## src/rtl/pc_fetch_unit.sv

```systemverilog
// Fetch stage: holds the PC, fetches one word at a time over req/ready and
// computes the next PC. Optional ALIGN_CHECK_EN adds a misalign output and a HALT state.
module pc_fetch_unit #(
  parameter int                ADDR_W   = 32,
  parameter logic [ADDR_W-1:0] RESET_PC = '0
) (
  input  logic              clk,
  input  logic              rst,
  output logic              imem_req,
  output logic [ADDR_W-1:0] imem_addr,
  input  logic [31:0]       imem_rdata,
  input  logic              imem_ready,
  input  logic              stall,
  input  logic              PCSrc,
  input  logic [1:0]        Jump,
  input  logic [ADDR_W-1:0] jr_target,
  output logic [31:0]       instr,
  output logic              instr_valid,
  output logic [ADDR_W-1:0] pc,
  output logic [ADDR_W-1:0] pc_plus4
`ifdef ALIGN_CHECK_EN
  ,
  output logic              misalign
`endif
);

`ifdef ALIGN_CHECK_EN
  typedef enum logic [1:0] {S_FETCH = 2'd0, S_EXEC = 2'd1, S_HALT = 2'd2} state_e;
`else
  typedef enum logic [0:0] {S_FETCH = 1'b0, S_EXEC = 1'b1} state_e;
`endif

  state_e            state_q, state_d;
  logic [ADDR_W-1:0] pc_q, pc_d;
  logic [31:0]       instr_q, instr_d;
  logic              req_en_q;
  logic [ADDR_W-1:0] next_pc;
  logic [ADDR_W-1:0] br_off;
  logic [ADDR_W-1:0] jmp_target;

  assign pc_plus4   = pc_q + ADDR_W'(4);
  assign br_off     = {{(ADDR_W-18){instr_q[15]}}, instr_q[15:0], 2'b00};
  assign jmp_target = {pc_plus4[ADDR_W-1:28], instr_q[25:0], 2'b00};

  // Jump selects dominate PCSrc; the reserved encoding falls through to pc+4.
  always_comb begin
    next_pc = pc_plus4;
    case (Jump)
      2'b01:   next_pc = jmp_target;
      2'b10:   next_pc = jr_target;
      2'b00:   next_pc = PCSrc ? (pc_plus4 + br_off) : pc_plus4;
      default: next_pc = pc_plus4;
    endcase
  end

  always_comb begin
    state_d     = state_q;
    pc_d        = pc_q;
    instr_d     = instr_q;
    imem_req    = 1'b0;
    instr_valid = 1'b0;
    case (state_q)
      S_FETCH: begin
        // req_en_q keeps the request low during the first cycle out of reset.
        imem_req = req_en_q;
        if (req_en_q && imem_ready) begin
          instr_d = imem_rdata;
          state_d = S_EXEC;
        end
      end
      S_EXEC: begin
        instr_valid = 1'b1;
        if (!stall) begin
`ifdef ALIGN_CHECK_EN
          pc_d    = next_pc;
          state_d = (next_pc[1:0] != 2'b00) ? S_HALT : S_FETCH;
`else
          pc_d    = next_pc & ~ADDR_W'(3);
          state_d = S_FETCH;
`endif
        end
      end
      default: begin
        state_d = state_q;
      end
    endcase
  end

  always_ff @(posedge clk or posedge rst) begin
    if (rst) begin
      state_q  <= S_FETCH;
      pc_q     <= RESET_PC;
      instr_q  <= 32'h0;
      req_en_q <= 1'b0;
    end else begin
      state_q  <= state_d;
      pc_q     <= pc_d;
      instr_q  <= instr_d;
      req_en_q <= 1'b1;
    end
  end

  assign imem_addr = pc_q;
  assign pc        = pc_q;
  assign instr     = instr_q;
`ifdef ALIGN_CHECK_EN
  assign misalign  = (state_q == S_HALT);
`endif

endmodule
```

## config.mk

```make
export PLATFORM = sky130hd
export DESIGN_NAME = pc_fetch_unit
export DESIGN_NICKNAME = d
export VERILOG_FILES = /design/src/rtl/pc_fetch_unit.sv
export SDC_FILE = /design/constraint.sdc
export NUM_CORES = 1
export LEC_CHECK = 0
export BUFFER_PORTS_ARGS = -buffer_cell sky130_fd_sc_hd__buf_2
export CAP_MARGIN = 20
export CORE_MARGIN = 2
export CORE_UTILIZATION = 38
export DETAILED_ROUTE_END_ITERATION = 10
export GPL_ROUTABILITY_DRIVEN = 0
export GPL_TIMING_DRIVEN = 1
export MAX_ROUTING_LAYER = met4
export PLACE_DENSITY_LB_ADDON = 0.05
export SETUP_SLACK_MARGIN = 0.15
export SLEW_MARGIN = 20
export SYNTH_ARGS = -nofsm -noshare
export SYNTH_HDL_FRONTEND = slang
export SYNTH_SLANG_ARGS = --single-unit
```

## constraint.sdc

```tcl
create_clock -name clk -period 3.3 [get_ports clk]
set_input_delay 0 -clock clk [delete_from_list [all_inputs] [get_ports clk]]
set_output_delay 0 -clock clk [all_outputs]
set_load 0.02 [all_outputs]
```

Word-level counts from Yosys, hierarchy flattened
Cells that the tools add are included.
{"block": "totals", "ff_bits": 64, "input_bits": 71}
{"block": "op_classes", "reduce_logical": 4, "add_sub_neg": 2, "n_eq_ne": 2, "bitwise_logic": 2, "mux": 7}
{"operator": "one-hot mux 32 bit (3 select lines)", "n": 1}
{"operator": "adder 32 x 3 -> 32 bit, second input constant", "n": 1}
{"operator": "adder 32 bit", "n": 1}
{"operator": "2-to-1 mux 32 bit", "n": 1}
{"operator": "2-to-1 mux 1 bit", "n": 4}
{"operator": "AND reduction 2 bit", "n": 2}
{"operator": "equality test 2 x 1 -> 1 bit, second input constant", "n": 1}
{"operator": "equality test 2 bit, second input constant", "n": 1}
{"operator": "zero test 2 bit", "n": 1}
{"operator": "NOT 1 bit", "n": 2}
{"operator": "one-hot mux 1 bit (2 select lines)", "n": 1}
{"operator": "logical AND 1 bit", "n": 1}

Depth between registers and ports, before layout
{"block": "depth", "ltp_word": 4, "ltp_mapped": 16}

Worst setup path before layout
OpenSTA, ideal clock, no wires.
{"block": "synth_timing", "path_type": "reg-to-reg", "from": "register pc_q[4], in the netlist imem_addr[4]", "to": "register pc_q[21], in the netlist imem_addr[21]", "slack_ps": -657, "setup_ps": 134, "required_ps": 3166, "t_arrival_ps": 3822, "n_path_buf": 0, "stages_incl_launch_ff": 15, "path_cell_list": "dfrtp_1 and4_1 nand4_1 nor2_1 nand3_1 xnor2_1 ha_1 a21oi_1 o211ai_1 nand2_1 nand2_1 o211a_1 or4_2 a31oi_1 o31ai_1"}
{"block": "synth_via", "elab_chain_len": 4}
{"item": "start: declaration", "line": "34", "source": "logic [ADDR_W-1:0] pc_q, pc_d;"}
{"item": "start signal: assignment", "line": "97", "source": "pc_q <= pc_d;"}
{"item": "adder 32 x 3 -> 32 bit", "line": "41", "source": "assign pc_plus4 = pc_q + ADDR_W'(4);"}
{"item": "named net pc_plus4[17]", "line": "20", "source": "output logic [ADDR_W-1:0] pc_plus4"}
{"item": "adder 32 bit", "line": "51", "source": "2'b00: next_pc = PCSrc ? (pc_plus4 + br_off) : pc_plus4;"}
{"item": "2-to-1 mux 32 bit", "line": "51"}
{"item": "one-hot mux 32 bit (3 select lines)", "line": "48", "source": "case (Jump)"}
The timed path passes the listed nets, and every way through them passes these cells.
A chain may end at the register's enable or synchronous reset.

Final worst setup path
{"block": "layout_timing", "from": "register pc_q[3], in the netlist imem_addr[3]", "to": "register pc_q[28], in the netlist imem_addr[28]"}
{"block": "layout_via", "elab_chain_len": 4}
{"item": "adder 32 x 3 -> 32 bit (*)", "line": "41"}
{"item": "adder 32 bit", "line": "51"}
{"item": "2-to-1 mux 32 bit", "line": "51"}
{"item": "one-hot mux 32 bit (3 select lines) (*)", "line": "48"}
Mark *: on every way between the ends. The rest lies on a longest branch, timed or not.

==> impl_summary.md <==
Outcome
The run finished with clean final reports.

Global route
The global router's overall resource usage is 28.7%. The total overflow left after global routing is 0. The pin count of the biggest net entering global routing is 35. The initial antenna violation count is 0. The wire length of the first global-routing pass is 35500 um. The via count of the first global-routing pass is 6609.

Place
The placed standard-cell area is 0.00798 mm2. Timing analysis after detailed placement gives a worst setup slack of -0.0998 ns. The wire-length estimate of the detail-placed layout is 17100 um.

Input and output buffers added on the ports amount to 192. The count of placed standard cells including taps is 1155.

STA
Setup violations remaining at the end of the flow were counted as 0. Setup repair after global routing could not meet its margin everywhere. The worst hold slack across all endpoints is 0.0126 ns. The final critical-path required period is 3.27 ns. The maximum clock frequency is 306 MHz.

Summed over all failing endpoints, the final setup total negative slack is 0 ns. The final hold violation count came to 0. The worst path meets setup with 0.0308 ns of slack. The max-slew violation count is 0.

The normalized max-slew margin is 28.8%. Clock skew on the completed layout was measured at 0.00654 ns. The final clock period utilization by the worst path is 99.1%. The transition time at the pin with the least slew margin is 1.06 ns.

Pwr
The fraction of power spent switching nets is 46.7%. The internal portion of the total power is 4450 uW. The share of power burned in the clock network is 13.1%. The power density of the placed cells is 885 mW/mm2. IR analysis of the VDD net gives a maximum drop of 0.461 mV. For this design the static power due to leakage is 0.00435 uW. The switching power is 3900 uW.

The fraction of power consumed by sequential logic is 15.5%. The share of total power dissipated in combinational logic is 71.4%.

Worst setup path
The capturing element type of the critical path is a register. The type of origin of the critical path is a register. By startpoint and endpoint, the worst setup path is classified as reg2reg. STA puts the critical path data required time at 3.53 ns. The largest fanout on the critical path is 6. The arrival time reported for the critical path endpoint is 3.50 ns.

Synth
Counting flops with an async set or reset pin after synthesis yields a share of 100%. The compound-gate portion of the synthesized area is 22.6%. After Yosys synthesis, and, or, nand and nor cells account for 18.3% of the synthesized area. Yosys printed 0 warnings. In the synthesized netlist the dominant register cell turns out to be sky130_fd_sc_hd__dfrtp_1. The portion of netlist area occupied by mux cells is 10.6%. Counting instances in the post-synthesis netlist gives the leading cell types as sky130_fd_sc_hd__nand2_1 (75), sky130_fd_sc_hd__dfrtp_1 (64), sky130_fd_sc_hd__nor2_1 (55). After synthesis, the netlist uses 76 different library cells. The post-synthesis share of cell area spent on xor and xnor gates is 5.70%. Synthesis inferred 64 register bits. The synthesized design spends more area on one cell type than any other, namely sky130_fd_sc_hd__dfrtp_1. The synthesized instance count is 701. In this run the cell area of the synthesized design comes to 0.00597 mm2. By instance count, the leading cell after synthesis is sky130_fd_sc_hd__nand2_1. The adder and majority cell fraction of the synthesized area is 7.46%. For this run, the register share of the synthesized area comes to 26.8%.

The post-synthesis average cell area is 8.52 um2. By area the synthesized netlist is led by sky130_fd_sc_hd__dfrtp_1 (27%), sky130_fd_sc_hd__ha_1 (7.1%), sky130_fd_sc_hd__mux2_2 (6.8%), sky130_fd_sc_hd__nand2_1 (4.7%), sky130_fd_sc_hd__buf_4 (4.7%). The main combinational cell family by area after synthesis is compound AO/OA/AOI/OAI gates. Summed over its instances, the top area cell type makes up 26.8% of the synthesized netlist area. Yosys mapped a number of flops with a built-in enable equal to 0.

Clock tree
TritonCTS built the clock tree. Clock latency on the worst-skew pair, taken at its later pin, is 0.35 ns. For this design, the sink count on the clock tree is 64. In this run, CTS created clock tree buffers numbering 9. The maximum buffer depth of the clock tree is 2. The H-tree was split into 3 levels. In this run the clock root is driven by a sky130_fd_sc_hd__clkbuf_16.

After clock tree synthesis, the clock-pin slew on the worst setup and hold paths is 0.06 ns.

Finish
The fill cell total of the finished layout is 1364. The area growth from synthesis to layout is 58.0%. The share of cells above drive strength 1 is 51.8%.

The combined area of the multi-input logic cells is 0.00472 mm2. In the final layout, flip-flops and latches occupy 0.00162 mm2. Leaving out filler cells and counting taps, the final layout contains 1236. For this run, the post-layout net count is 1126.

0 antenna diodes ended up in the layout. The finished cells cover 0.00944 mm2.

Drt
The length of the first detailed-routing pass in iterations is 5. The final routed wire length divided by cell count is 19.2 um. The topmost layer with routed signal wires is met4. The total wire length is 23700 um.

In the detailed route, the total length drawn on met3 is 1290 um. In this run, the number of DRC markers left after iteration 0 of detailed routing was 517. Once detail routing completed, the nets flagged for antenna violations numbered 0. The detailed router put a total of 10700 um of wire on met1. Summed over all nets, wire length on met2 after detailed routing comes to 11000 um. The total via count after detailed routing is 6883. In the routed layout, each cell is associated on average with a via count of 5.57. After detailed routing, the number of remaining DRC violations is 0.

Floorplanning
Measured along the y axis, the die boundary spans 129 um. The die outline area is 0.0167 mm2. The placeable core region is 0.0153 mm2. The die boundary width is 129 um.

Pin placement for this block handled 201 I/O pins. The row count is 45. The starting density of the core is 39.1%.

Worst hold path
The type of the most critical hold path is in2reg.

Flow run
The max-cap check violation count is 0.
logic make-up after synthesis:
kind of cell,Yosys count
AOI/OAI and AO/OA,199
DFF,64
and+or+nand+nor,225
other,2
xor gates and xnor gates,38
muxes,49
buffers and inverters,89
adders and majority gates,35
power groups by stage:
stage / clock network (uW) / logic, uW / registers, uW
after global placement: 0 / 4990 / 1280
after floorplan: 0 / 2980 / 1660
after detailed placement: 0 / 5040 / 1300
after global routing: 1140 / 6400 / 1330
after CTS: 1110 / 5490 / 1290
final: 1090 / 5960 / 1300
state kept, by name, indices dropped and copies added (netlist names):
register,cells
imem_addr,30
instr,32
req_en_q,1
state_q,1
worst max-delay path, cell delays in order (launching register included):
cell	delay, ns
sky130_fd_sc_hd__dfrtp_2	0.42
sky130_fd_sc_hd__ha_4	0.20
sky130_fd_sc_hd__xor2_4	0.19
sky130_fd_sc_hd__ha_4	0.23
sky130_fd_sc_hd__nor2b_2	0.16
sky130_fd_sc_hd__o31a_2	0.33
sky130_fd_sc_hd__o31a_1	0.28
sky130_fd_sc_hd__buf_4	0.15
sky130_fd_sc_hd__buf_4	0.13
sky130_fd_sc_hd__o21ai_4	0.15
sky130_fd_sc_hd__buf_6	0.13
sky130_fd_sc_hd__a21oi_4	0.06
sky130_fd_sc_hd__o41ai_2	0.37
sky130_fd_sc_hd__buf_4	0.18
sky130_fd_sc_hd__o2bb2ai_2	0.09
sky130_fd_sc_hd__nor2_1	0.06
stage by stage:
step	utilization, %	total power (uW)
6_report	61.8	8350
5_1_grt	61.8	8880
4_1_cts	59.4	7890
3_5_place_dp	52.3	6340
3_3_place_gp	52.3	6270
2_1_floorplan	-	4640
routing by layer:
layer	GRT usage, %	vias up
met5	-	-
met4	9.65	0
met3	3.18	49
met2	45.9	298
met1	38.0	3351
li1	-	3185
what timing repair did:
| item | 4_1_cts | 5_1_grt |
|---|---|---|
| hold buffers | 34 | 0 |
| buffers inserted | 20 | 11 |
| pin swaps | 43 | 36 |
| gates resized for setup | 48 | 57 |
| endpoints found under the setup margin | 16 | 19 |
| hold endpoints to repair | 63 | 0 |
layout make-up:
| class | count | share of cell area [%] |
|---|---|---|
| clock buffer | 11 | 2.68 |
| multi-input combinational | 553 | 50.0 |
| clock inverter | 5 | 0.835 |
| inverter | 20 | 0.796 |
| tap | 211 | 2.80 |
| timing repair buffer | 372 | 25.7 |
| sequential | 64 | 17.2 |
cell usage in the layout (no fill, tap or decap), types with 8 or more instances in the layout:
master,synthesis,final
sky130_fd_sc_hd__ha_1,34,19
sky130_fd_sc_hd__buf_4,37,140
sky130_fd_sc_hd__a21o_1,13,13
sky130_fd_sc_hd__a31oi_1,12,10
sky130_fd_sc_hd__nand3_1,25,20
sky130_fd_sc_hd__dlygate4sd3_1,0,34
sky130_fd_sc_hd__and3_1,10,8
sky130_fd_sc_hd__dfrtp_2,0,15
sky130_fd_sc_hd__nor3_1,10,8
sky130_fd_sc_hd__mux4_2,8,8
sky130_fd_sc_hd__a221oi_1,9,9
sky130_fd_sc_hd__a21oi_2,0,10
sky130_fd_sc_hd__nand2_1,75,72
sky130_fd_sc_hd__a21oi_1,51,39
sky130_fd_sc_hd__xnor2_2,1,14
sky130_fd_sc_hd__clkbuf_16,0,9
sky130_fd_sc_hd__o21ai_0,40,28
sky130_fd_sc_hd__nand4_1,11,11
sky130_fd_sc_hd__nor2_1,55,49
sky130_fd_sc_hd__buf_2,2,192
sky130_fd_sc_hd__mux2_2,36,34
sky130_fd_sc_hd__ha_4,0,13
sky130_fd_sc_hd__inv_1,19,15
sky130_fd_sc_hd__dfrtp_1,64,49
worst paths after layout:
check / startpoint / endpoint / slack (ns) / cells after the start
min in group asynchronous: rst / instr[31] / 0.31 / 3
hold reg to reg: instr[27] / instr[27] / 0.51 / 1
setup reg to reg: imem_addr[3] / imem_addr[28] / 0.03 / 15
setup / recovery: imem_addr[3] / imem_addr[28] / 0.03 / 15
max in group asynchronous: rst / imem_addr[15] / 1.99 / 4
hold / removal: jr_target[31] / imem_addr[31] / 0.01 / 3
No activity file was read; power rests on OpenSTA's default activity.
